--- config.mk ---
export PLATFORM = sky130hd
export DESIGN_NAME = alu_muldiv
export DESIGN_NICKNAME = d
export VERILOG_FILES = /design/src/rtl/alu_pkg.sv /design/src/rtl/md_step.sv /design/src/rtl/alu_muldiv.sv
export SDC_FILE = /design/constraint.sdc
export NUM_CORES = 1
export LEC_CHECK = 0
export ABC_AREA = 1
export CAP_MARGIN = 15
export CORE_ASPECT_RATIO = 1.25
export CORE_MARGIN = 2
export CORE_UTILIZATION = 23
export CTS_BUF_LIST = sky130_fd_sc_hd__clkbuf_16
export DETAILED_ROUTE_END_ITERATION = 10
export PLACE_DENSITY = 0.44
export SYNTH_ARGS = -nofsm -noshare
export SYNTH_HDL_FRONTEND = slang
export SYNTH_SLANG_ARGS = --single-unit
--- constraint.sdc ---
create_clock -name clk -period 2.7 [get_ports clk]
set_input_delay 0.54 -clock clk [delete_from_list [all_inputs] [get_ports clk]]
set_output_delay 0.54 -clock clk [all_outputs]
set_load 0.1 [all_outputs]
--- src/rtl/alu_pkg.sv ---
// alu_pkg: mul/div op encodings and FSM state type.
// Shared by the decoder and alu_muldiv.
package alu_pkg;

  localparam int MD_DATA_WIDTH = 32;

  typedef enum logic [2:0] {
    MD_MULT  = 3'd0,
    MD_MULTU = 3'd1,
    MD_DIV   = 3'd2,
    MD_DIVU  = 3'd3,
    MD_MTHI  = 3'd4,
    MD_MTLO  = 3'd5
  } md_op_t;

  typedef enum logic [1:0] {
    MD_IDLE = 2'd0,
    MD_RUN  = 2'd1,
    MD_FIX  = 2'd2
  } md_state_t;

  function automatic logic md_is_signed(md_op_t op);
    return (op == MD_MULT) || (op == MD_DIV);
  endfunction

  function automatic logic md_is_div(md_op_t op);
    return (op == MD_DIV) || (op == MD_DIVU);
  endfunction

  function automatic logic md_is_arith(md_op_t op);
    return (op == MD_MULT) || (op == MD_MULTU) ||
           (op == MD_DIV)  || (op == MD_DIVU);
  endfunction

endpackage

--- src/rtl/md_step.sv ---
// md_step: one radix-2 iteration, shift-add multiply or restoring divide.
// Ports: mode_i (1=divide), acc_i/acc_o (2W+1 accumulator), opnd_i (W operand).
module md_step
  import alu_pkg::*;
#(
  parameter int W = MD_DATA_WIDTH
) (
  input  logic           mode_i,
  input  logic [2*W:0]   acc_i,
  input  logic [W-1:0]   opnd_i,
  output logic [2*W:0]   acc_o
);

  logic [W:0]   sum;
  logic [W:0]   rem;
  logic [W:0]   diff;
  logic [2*W:0] sh;

  always_comb begin
    sum   = {1'b0, acc_i[2*W-1:W]} + {1'b0, opnd_i};
    sh    = {acc_i[2*W-1:0], 1'b0};
    rem   = sh[2*W:W];
    diff  = rem - {1'b0, opnd_i};
    acc_o = '0;
    if (mode_i) begin
      // remainder lives in the upper W+1 bits, quotient shifts in at bit 0
      if (rem >= {1'b0, opnd_i}) begin
        acc_o = {diff, sh[W-1:1], 1'b1};
      end else begin
        acc_o = sh;
      end
    end else begin
      // multiplier is consumed from bit 0 as the product shifts in on top
      if (acc_i[0]) begin
        acc_o = {1'b0, sum, acc_i[W-1:1]};
      end else begin
        acc_o = {1'b0, acc_i[2*W:1]};
      end
    end
  end

endmodule

--- src/rtl/alu_muldiv.sv ---
// alu_muldiv: multi-cycle MULT/MULTU/DIV/DIVU unit owning HI/LO, plus MTHI/MTLO.
// Ports: clk, rst_n (sync), start/op/a/b request, flush; busy, done, hi, lo.
module alu_muldiv
  import alu_pkg::*;
#(
  parameter int DATA_WIDTH = MD_DATA_WIDTH
) (
  input  logic                  clk,
  input  logic                  rst_n,
  input  logic                  start,
  input  md_op_t                op,
  input  logic [DATA_WIDTH-1:0] a,
  input  logic [DATA_WIDTH-1:0] b,
  input  logic                  flush,
  output logic                  busy,
  output logic                  done,
  output logic [DATA_WIDTH-1:0] hi,
  output logic [DATA_WIDTH-1:0] lo
);

  localparam int W = DATA_WIDTH;
  localparam int CNT_WIDTH = $clog2(DATA_WIDTH) + 1;
  localparam logic [CNT_WIDTH-1:0] LAST = CNT_WIDTH'(W - 1);

  md_state_t state_q, state_d;

  logic [2*W:0]         acc_q, acc_d, acc_step;
  logic [W-1:0]         opnd_q, opnd_d;
  logic [W-1:0]         hi_q, hi_d;
  logic [W-1:0]         lo_q, lo_d;
  logic [CNT_WIDTH-1:0] cnt_q, cnt_d;
  logic                 div_q, div_d;
  logic                 neg_lo_q, neg_lo_d;
  logic                 neg_hi_q, neg_hi_d;
  logic                 dz_q, dz_d;
  logic                 done_q, done_d;

  logic                 a_neg, b_neg, op_div;
  logic [W-1:0]         a_abs, b_abs;
  logic [2*W-1:0]       prod;
  logic [W-1:0]         quo, rem;

  always_comb begin
    op_div = md_is_div(op);
    a_neg  = md_is_signed(op) & a[W-1];
    b_neg  = md_is_signed(op) & b[W-1];
    a_abs  = a_neg ? (~a + 1'b1) : a;
    b_abs  = b_neg ? (~b + 1'b1) : b;
  end

  md_step #(
    .W (W)
  ) u_step (
    .mode_i (div_q),
    .acc_i  (acc_q),
    .opnd_i (opnd_q),
    .acc_o  (acc_step)
  );

  // sign correction: only two's-complement negation of unsigned results
  always_comb begin
    prod = neg_lo_q ? (~acc_q[2*W-1:0] + 1'b1) : acc_q[2*W-1:0];
    quo  = neg_lo_q ? (~acc_q[W-1:0] + 1'b1) : acc_q[W-1:0];
    rem  = neg_hi_q ? (~acc_q[2*W-1:W] + 1'b1) : acc_q[2*W-1:W];
  end

  always_comb begin
    state_d  = state_q;
    acc_d    = acc_q;
    opnd_d   = opnd_q;
    cnt_d    = cnt_q;
    div_d    = div_q;
    neg_lo_d = neg_lo_q;
    neg_hi_d = neg_hi_q;
    dz_d     = dz_q;
    hi_d     = hi_q;
    lo_d     = lo_q;
    done_d   = 1'b0;
    if (flush) begin
      state_d = MD_IDLE;
    end else begin
      unique case (state_q)
        MD_IDLE: begin
          if (start) begin
            if (op == MD_MTHI) begin
              hi_d = a;
            end else if (op == MD_MTLO) begin
              lo_d = a;
            end else if (md_is_arith(op)) begin
              state_d  = MD_RUN;
              cnt_d    = '0;
              div_d    = op_div;
              acc_d    = {{(W+1){1'b0}}, op_div ? a_abs : b_abs};
              opnd_d   = op_div ? b_abs : a_abs;
              neg_lo_d = a_neg ^ b_neg;
              neg_hi_d = op_div ? a_neg : (a_neg ^ b_neg);
              dz_d     = op_div && (b == '0);
            end
          end
        end
        MD_RUN: begin
          acc_d = acc_step;
          cnt_d = cnt_q + 1'b1;
          if (cnt_q == LAST) begin
            state_d = MD_FIX;
          end
        end
        MD_FIX: begin
          state_d = MD_IDLE;
          done_d  = 1'b1;
          if (div_q) begin
            // divide by zero keeps remainder = dividend after correction
            hi_d = rem;
            lo_d = dz_q ? '1 : quo;
          end else begin
            {hi_d, lo_d} = prod;
          end
        end
        default: begin
          state_d = MD_IDLE;
        end
      endcase
    end
  end

  always_ff @(posedge clk) begin
    if (!rst_n) begin
      state_q  <= MD_IDLE;
      acc_q    <= '0;
      opnd_q   <= '0;
      cnt_q    <= '0;
      div_q    <= 1'b0;
      neg_lo_q <= 1'b0;
      neg_hi_q <= 1'b0;
      dz_q     <= 1'b0;
      hi_q     <= '0;
      lo_q     <= '0;
      done_q   <= 1'b0;
    end else begin
      state_q  <= state_d;
      acc_q    <= acc_d;
      opnd_q   <= opnd_d;
      cnt_q    <= cnt_d;
      div_q    <= div_d;
      neg_lo_q <= neg_lo_d;
      neg_hi_q <= neg_hi_d;
      dz_q     <= dz_d;
      hi_q     <= hi_d;
      lo_q     <= lo_d;
      done_q   <= done_d;
    end
  end

  assign busy = (state_q != MD_IDLE);
  assign done = done_q;
  assign hi   = hi_q;
  assign lo   = lo_q;

endmodule

==> metrics.txt, run 1 <==
DRC marker count from the first detailed-route iteration between 1,500 and 2,000; Total GRT Usage 0.2483; Max-Cap Viols 0; DRT met1 WL roughly 42 mm; Vias ~23,000; Layout Cells excl Fill 4,754; Max-slew headroom 0.4353; Worst Setup End Kind flop; Yosys reg bits between 150 and 200; combinational cell fraction of total power 0.379; Worst Tran Pin Value 0.8382 ns; WL final about 100 mm; Antenna Nets Post-Route 0; Final Hold Fails 0; CTS tree done; CTS buffer count 17; syn nets 3,471; Buffers on Ports 136; switching power approximately 3.7 mW; I/O pin cnt around 140; clock transition at the registers of the reported paths around 0.090 ns; DRC Markers 0; Synth Flop Type dfxtp_1; Max Transition Viols Final 0; worst reg-to-reg setup slack about 0.13 ns; row cnt about 120; Seq pwr share 0.310; switching share of power 0.4221; DR WL met3 3.951 mm; GR Overflow Total 0; outcome finished clean; RD Place Congestion about 0.98; post-synthesis cell area 18,340 sq um; Initial Util 0.2325; Seq/Total Area, Yosys 0.1900; Hold WS roughly 0.47 ns; Die Y approximately 320 um; Post-Syn Area per Cell about 5.5 sq um; die area roughly 82,000 sq um; Static Leak 11.70 nW; DIE WIDTH 256.5 um; fin nets 3,829; Clk Tree Root Cell clkbuf_16; Core Area roughly 79,000 sq um; Worst R2R Start opnd_q[0]$_SDFFE_PN0P_; global-route wire length before repair around 150 mm; Final Util 0.2999; metal2 WL between 50 and 60 mm; CP Class reg -> reg; drt first pass iters 5; fillers ~9,300; Crit path arrival time 2.98 ns; CP max FO 4; unrepaired setup endpoints after global routing false; Final Critical Period 2.567 ns; PD cells around 380 nW/um^2; Clock power frac 0.311; Tot Pwr ~8.9 mW; Int Power approximately 5.1 mW; clock skew between 0.015 and 0.02 ns; vias in the first global route between 20,000 and 25,000; Hold Path Class reg -> reg; Worst setup endpoint acc_q[59]$_SDFFE_PN0P_; Finish-stage setup viols 0; peak supply drop roughly 540 uV; Clk Latency, worst-skew pair 0.50 ns; # H-tree levels 4; CTS Sinks between 150 and 200; share of cells above drive strength 1 0.1422; area delta synth->final 28.95%; Via density between 4 and 5; reg2reg end acc_q[59]$_SDFFE_PN0P_; critical path startpoint opnd_q[0]$_SDFFE_PN0P_; Avg WL per Cell 21.89 um; # hold bufs at CTS 0; maximum clock insertion buffer count 2; Syn. warnings 0; Setup Fix Bufs, Post-CTS 0; Syn Inst Count ~3,300; Post-CTS Resized 1; EDFF count, synth 0; area of placed instances 22,940 sq um; Final period util 0.9507; Max Used Layer met4; pin count of the biggest net entering global routing around 110; Final Cell Area about 24,000 sq um; Final HPWL DP 86.74 mm; Async SR Flop Fraction 0; Max Freq 389.6 MHz; initial antenna violation count 0; Yosys cell types 58; R2R cell count 14; Crit path required time about 3.1 ns; Critical Path Start Type flop; placed cells ~4,700
-- critical path, stage by stage (launching register included) --
cell     delay, ns
dfxtp_1       0.38
ha_1          0.21
inv_1         0.06
fa_1          0.38
inv_2         0.13
nand3_1       0.10
nand3_2       0.12
nand3_1       0.08
nand3_1       0.23
nand2_1       0.13
nand3_1       0.11
nand3_1       0.12
a21oi_1       0.21
nand2_1       0.08
a21oi_1       0.12
-- cell usage after synthesis (7+ instances only) --
cell type / n / area share
xnor2_1: 9 / 0.0043
nand3_2: 7 / 0.0038
buf_1: 14 / 0.0029
o21a_1: 8 / 0.0033
a31oi_1: 38 / 0.013
buf_2: 18 / 0.0049
nand2_1: 994 / 0.20
nand2_2: 14 / 0.0048
ha_1: 69 / 0.047
inv_2: 12 / 0.0025
nor2_2: 16 / 0.0055
a21oi_1: 277 / 0.076
o21ai_0: 235 / 0.064
dfxtp_1: 174 / 0.19
xor2_1: 60 / 0.029
a22oi_1: 8 / 0.0033
o211ai_2: 11 / 0.0075
nand3b_1: 17 / 0.0070
clkbuf_1: 81 / 0.017
o211ai_1: 28 / 0.011
nor2_1: 355 / 0.073
inv_1: 457 / 0.094
nand4_1: 30 / 0.010
nand3_1: 268 / 0.073
nor3_1: 39 / 0.011
-- kinds of logic after synthesis --
kind of cell | after synthesis | synth area share
adder cells (fa/ha/maj) | 71 | 0.04927
buffers and inverters | 594 | 0.1252
XOR/XNOR | 69 | 0.03296
flip-flops | 174 | 0.1900
AO/OA/AOI/OAI | 649 | 0.1971
AND/OR/NAND/NOR | 1772 | 0.4054
-- sequential cells by signal (all words and copies together), names as in the netlist --
signal / cells
lo: 32
div_q: 1
dz_q: 1
acc_q: 65
done: 1
neg_lo_q: 1
cnt_q: 6
opnd_q: 32
neg_hi_q: 1
state_q: 2
hi: 32
-- metal layers --
layer	global-route usage	vias to the layer above
li1	-	11480
met1	0.2856	10810
met2	0.4341	705
met3	0.02092	198
met4	0.1738	0
met5	0	-
-- how the worst min path moves through the flow --
| stage | start | end | cells after the start |
|---|---|---|---|
| 3_3_place_gp | acc_q[64]$_SDFFE_PN0P_ | acc_q[64]$_SDFFE_PN0P_ | 2 |
| 6_report | acc_q[64]$_SDFFE_PN0P_ | acc_q[64]$_SDFFE_PN0P_ | 2 |
| 3_5_place_dp | acc_q[64]$_SDFFE_PN0P_ | acc_q[64]$_SDFFE_PN0P_ | 2 |
| 5_1_grt | acc_q[64]$_SDFFE_PN0P_ | acc_q[64]$_SDFFE_PN0P_ | 2 |
| 4_1_cts | acc_q[64]$_SDFFE_PN0P_ | acc_q[64]$_SDFFE_PN0P_ | 2 |
| 2_1_floorplan | dz_q$_SDFFE_PN0P_ | dz_q$_SDFFE_PN0P_ | 1 |
-- metrics by stage --
step                TNS, ns  worst slack (ns)
floorplan                 0            0.2156
global placement     -1.033           -0.1039
detailed placement   -1.182           -0.1024
CTS                       0           0.02202
global route              0        0.00002731
finish                    0            0.1330
-- final cells by class --
class,instances,area (sq um),area share
multi-input cells,2561,12640,0.5347
repair buffers,458,3787,0.1602
flip-flops and latches,174,3488,0.1475
inverters,475,1785,0.07551
well taps,1053,1318,0.05572
clock buffers,17,425.4,0.01799
clock inverters,15,193.9,0.008202
diodes,1,2.502,0.0001058
-- power groups by stage --
stage	sequential [mW]	clock (mW)	combinational [mW]
after floorplan	2.96	0	1.67
after CTS	2.75	2.78	3.32
after global placement	2.81	0	3.31
after global routing	2.76	2.87	3.62
final	2.75	2.76	3.36
after detailed placement	2.81	0	3.31
-- cells in the final DEF (no fill, tap or decap), types with 28 or more instances in the layout --
master and n:
nor2_1 355, buf_4 373, nand3_1 265, o21ai_0 235
clkdlybuf4s50_1 69, a31oi_1 38, nor3_1 39, ha_1 66
inv_1 455, nand2_1 992, o211ai_1 28, a21oi_1 274
dfxtp_1 170, xor2_1 59, nand4_1 30
No activity file was read; power rests on OpenSTA's default activity.
==> inputs of run 2 (changes only) <==
--- a/config.mk
+++ b/config.mk
@@ -12,6 +12,7 @@
 export CORE_UTILIZATION = 23
 export CTS_BUF_LIST = sky130_fd_sc_hd__clkbuf_16
 export DETAILED_ROUTE_END_ITERATION = 10
+export HOLD_SLACK_MARGIN = 0.1
 export PLACE_DENSITY = 0.44
 export SYNTH_ARGS = -nofsm -noshare
 export SYNTH_HDL_FRONTEND = slang
==> results of run 2 <==
The final DEF is identical to that of run 1; final timing and power are the same.
==> inputs of run 3 (changes only) <==
--- a/config.mk
+++ b/config.mk
@@ -5,15 +5,13 @@
 export SDC_FILE = /design/constraint.sdc
 export NUM_CORES = 1
 export LEC_CHECK = 0
-export ABC_AREA = 1
 export CAP_MARGIN = 15
 export CORE_ASPECT_RATIO = 1.25
-export CORE_MARGIN = 2
 export CORE_UTILIZATION = 23
 export CTS_BUF_LIST = sky130_fd_sc_hd__clkbuf_16
 export DETAILED_ROUTE_END_ITERATION = 10
 export HOLD_SLACK_MARGIN = 0.1
-export PLACE_DENSITY = 0.44
+export PLACE_DENSITY = 0.45
 export SYNTH_ARGS = -nofsm -noshare
 export SYNTH_HDL_FRONTEND = slang
 export SYNTH_SLANG_ARGS = --single-unit
==> run 3 against run 2 <==
Against the previous run: the run now ends with setup timing left; register-to-register slack got worse by 0.75 ns; sequential share of layout area fell by 0.098 points; critical path type unchanged; setup slack got worse by 0.75 ns; critical endpoint is now hi[5]$_SDFFE_PN0P_; largest power group unchanged.
==> metrics.txt, run 3 <==
DIE WIDTH 231.3 um (was 256.5 um); max reg flops 65 (unchanged); Final period util 1.229 (was 0.9507); drt first pass iters 7 (was 5); CP Class reg -> reg (unchanged); slowest cell on the critical path or4_4 (was dfxtp_1); CTS buffer count 17 (unchanged); Max Freq 301.4 MHz (was 389.6 MHz); Die Y 288.7 um (was 319.7 um); worst path bufs/invs 1 (was 2); Max-slew headroom 0.3842 (was 0.4353); Clk Tree Root Cell clkbuf_16 (unchanged); RD Place Congestion 0.9602 (was 0.9766); Buffers on Ports 136 (unchanged); Layout Cells excl Fill 3,531 (was 4,754); clock skew 0.02601 ns (was 0.01897 ns); Final Critical Period 3.318 ns (was 2.567 ns); Final Cell Area 24,280 sq um (was 23,640 sq um); top cells by count, synth nand2_1 (260), a21oi_1 (188), dfxtp_1 (174), o21ai_0 (158), nor2_1 (146) (was nand2_1 (994), inv_1 (457), nor2_1 (355), a21oi_1 (277), nand3_1 (268)); DRC Markers 0 (unchanged); Clock power frac 0.286 (was 0.311); Final Util 0.3754 (was 0.2999); Vias 18,490 (was 23,190); Async SR Flop Fraction 0 (unchanged); Max Transition Viols Final 0 (unchanged); Worst Tran Pin Value 0.9237 ns (was 0.8382 ns); Finish-stage setup viols 67 (was 0); # hold bufs at CTS 0 (unchanged); initial antenna violation count 3 (was 0); Setup TNS -17.31 ns (was 0 ns); Avg WL per Cell 23.40 um (was 21.89 um); Synth Flop Type dfxtp_1 (unchanged); Syn Inst Count 2,071 (was 3,329); top-count cell post-synth nand2_1 (unchanged); DRC marker count from the first detailed-route iteration 1,177 (was 1,935); share of cells above drive strength 1 0.3787 (was 0.1422); Core Area 64,670 sq um (was 78,850 sq um); Biggest register acc_q (unchanged); most used cell along the critical path or4_4 (was nand3_1); Syn. warnings 0 (unchanged); Crit path required time 3.12 ns (about the same); Initial Util 0.2338 (was 0.2325); pin count of the biggest net entering global routing 59 (was 114); WL final 82.64 mm (was 104.0 mm); fillers 6,743 (was 9,260); Final Hold Fails 0 (unchanged); PD cells 381.6 nW/um^2 (was 375.3 nW/um^2); Hold WS 0.4607 ns (was 0.4666 ns); area delta synth->final 60.58% (was 28.95%); switching share of power 0.3822 (was 0.4221); Post-Syn Area per Cell 7.301 sq um (was 5.508 sq um); Seq pwr share 0.292 (was 0.310); Critical Path Start Type flop (unchanged); Crit path arrival time 3.74 ns (was 2.98 ns); CTS Sinks 174 (unchanged); Max-Cap Viols 0 (unchanged); Yosys cell types 74 (was 58); post-synth top area cell dfxtp_1 (was nand2_1); I/O pin cnt 137 (unchanged); Yosys reg bits 174 (unchanged); n_diodes 0 (was 1); global-route wire length before repair 120.8 mm (was 149.9 mm); placed cells 3,463 (was 4,721); GR Overflow Total 0 (unchanged); Clk Latency, worst-skew pair 0.49 ns (was 0.50 ns); crit-path max cell delay 0.55 ns (was 0.38 ns); row cnt 104 (was 115); # H-tree levels 4 (unchanged); syn nets 2,213 (was 3,471); Hold Path Class reg -> reg (unchanged); Area contributors post-synth dfxtp_1 (23%), nand2_1 (6.5%), a21oi_1 (6.2%), ha_1 (5.7%), o21ai_0 (5.2%) (was nand2_1 (20%), dfxtp_1 (19%), inv_1 (9.4%), a21oi_1 (7.6%), nand3_1 (7.3%)); fin nets 2,812 (was 3,829); area of the multi-input gates 12,760 sq um (was 12,640 sq um); maximum clock insertion buffer count 2 (unchanged); unrepaired setup endpoints after global routing true (was false); sequential cell area 3558 sq um (was 3488 sq um); most frequent cells in the layout buf_4 (600), nand2_1 (240), a21oi_1 (154), nor2_1 (137), dfxtp_1 (136) (was nand2_1 (992), inv_1 (455), buf_4 (373), nor2_1 (355), a21oi_1 (274)); Final HPWL DP 65.60 mm (was 86.74 mm); Worst Setup End Kind flop (unchanged); EDFF count, synth 0 (unchanged); CP top delay family simple AND/OR/NAND/NOR gates (unchanged); CP max FO 3 (was 4); most common cell after layout, fill and taps aside buf_4 (was nand2_1); vias in the first global route 18,680 (was 22,580); Total GRT Usage 0.2436 (was 0.2483); Yosys top cell area share 0.2304 (was 0.2035); Antenna Nets Post-Route 0 (unchanged); CTS tree done (unchanged); Final WS setup -0.6179 ns (was 0.1330 ns); Via density 5.236 (was 4.878); area of placed instances 21,290 sq um (was 22,940 sq um); combinational cell fraction of total power 0.422 (was 0.379); Static Leak 10.24 nW (was 11.70 nW); outcome complete, but fails checks (was finished clean); cell chain of the critical path or4_4 > or4_4 > or4_4 > or3_4 > o41ai_4 > buf_4 > o21ai_2 > a311o_1 > a21boi_1 (was ha_1 > inv_1 > fa_1 > inv_2 > nand3_1 > nand3_2 > nand3_1 > nand3_1 > nand2_1 > nand3_1 > nand3_1 > a21oi_1 > nand2_1 > a21oi_1); peak supply drop 504.8 uV (was 535.1 uV); clock transition at the registers of the reported paths 0.08 ns (was 0.09 ns); Seq/Total Area, Yosys 0.2304 (was 0.1900); switching power 3.542 mW (was 3.745 mW); die area 66,770 sq um (was 82,010 sq um); Int Power 5.724 mW (was 5.127 mW); failing checks setup timing; post-synthesis cell area 15,120 sq um (was 18,340 sq um)
run 3: cell types whose count changed after synthesis, sizes merged, moves of 42 or more:
cell and change:
nand2 -752, inv -402, nand3 -239, nor2 -230
a21oi -93, o21ai -83, xnor2 +76, clkbuf +51
a21boi +46, mux2i +42
run 3: stage by stage:
step	setup slack [ns]	power, mW
final	-0.6179	9.266
after global routing	-0.7504	9.601
after detailed placement	-1.188	5.721
after floorplan	-0.6804	4.241
after global placement	-1.221	5.721
after CTS	-0.6379	9.061
run 3: what timing repair did:
item                                    in CTS  in global routing
endpoints found under the setup margin     110                113
gates cloned                                 3                  2
pin swaps                                  165                130
resized for setup                          330                133
buffers inserted                            30                 18
run 3: path summary, 6_finish.rpt:
| check | to | start | cells past startpoint | slack [ns] |
|---|---|---|---|---|
| max | hi[5]$_SDFFE_PN0P_ | acc_q[16]$_SDFFE_PN0P_ | 9 | -0.62 |
| min | lo[23]$_SDFFE_PN0P_ | lo[23]$_SDFFE_PN0P_ | 2 | 0.46 |
| max reg2reg | hi[5]$_SDFFE_PN0P_ | acc_q[16]$_SDFFE_PN0P_ | 9 | -0.62 |
| min reg2reg | lo[23]$_SDFFE_PN0P_ | lo[23]$_SDFFE_PN0P_ | 2 | 0.46 |
run 3: layout make-up:
type | instances | area share
multi-input combinational | 1684 | 0.5254
timing repair buffer | 725 | 0.2489
sequential | 174 | 0.1466
tap | 848 | 0.04370
clock buffer | 17 | 0.01752
inverter | 68 | 0.01093
clock inverter | 15 | 0.006957
run 3: cells by family (layout without fill, tap and decap cells):
kind of cell	Yosys count	after routing	share of synthesized area
compound gates	727	727	0.3152
simple gates	660	660	0.2042
buf+inv	213	825	0.05445
xor+xnor	174	174	0.1008
flops	174	174	0.2304
fa+ha+maj	71	71	0.05975
mux	52	52	0.03525
run 3: power by group through the flow:
stage          clock [mW]  sequential [mW]  combinational (mW)
3_3_place_gp            0             2.76                2.96
3_5_place_dp            0             2.76                2.96
2_1_floorplan           0             2.84                1.40
4_1_cts              2.70             2.70                3.66
6_report             2.65             2.70                3.91
5_1_grt              2.77             2.71                4.12
run 3: per-layer routing:
layer  routed length, um  global-route usage  vias to the layer above
met5                  13                   0                        -
met4                4806              0.1341                        2
met3                2894             0.01886                      164
met2               42180              0.4440                      534
met1               32740              0.2799                     9066
li1                    -                   -                     8724
run 3: worst reg2reg max path, delay by kind of cell, from the launching register on:
kind	cells	cell delay (ns)
buf+inv	1	0.19
flops	1	0.33
compound gates	4	0.80
simple gates	4	1.94
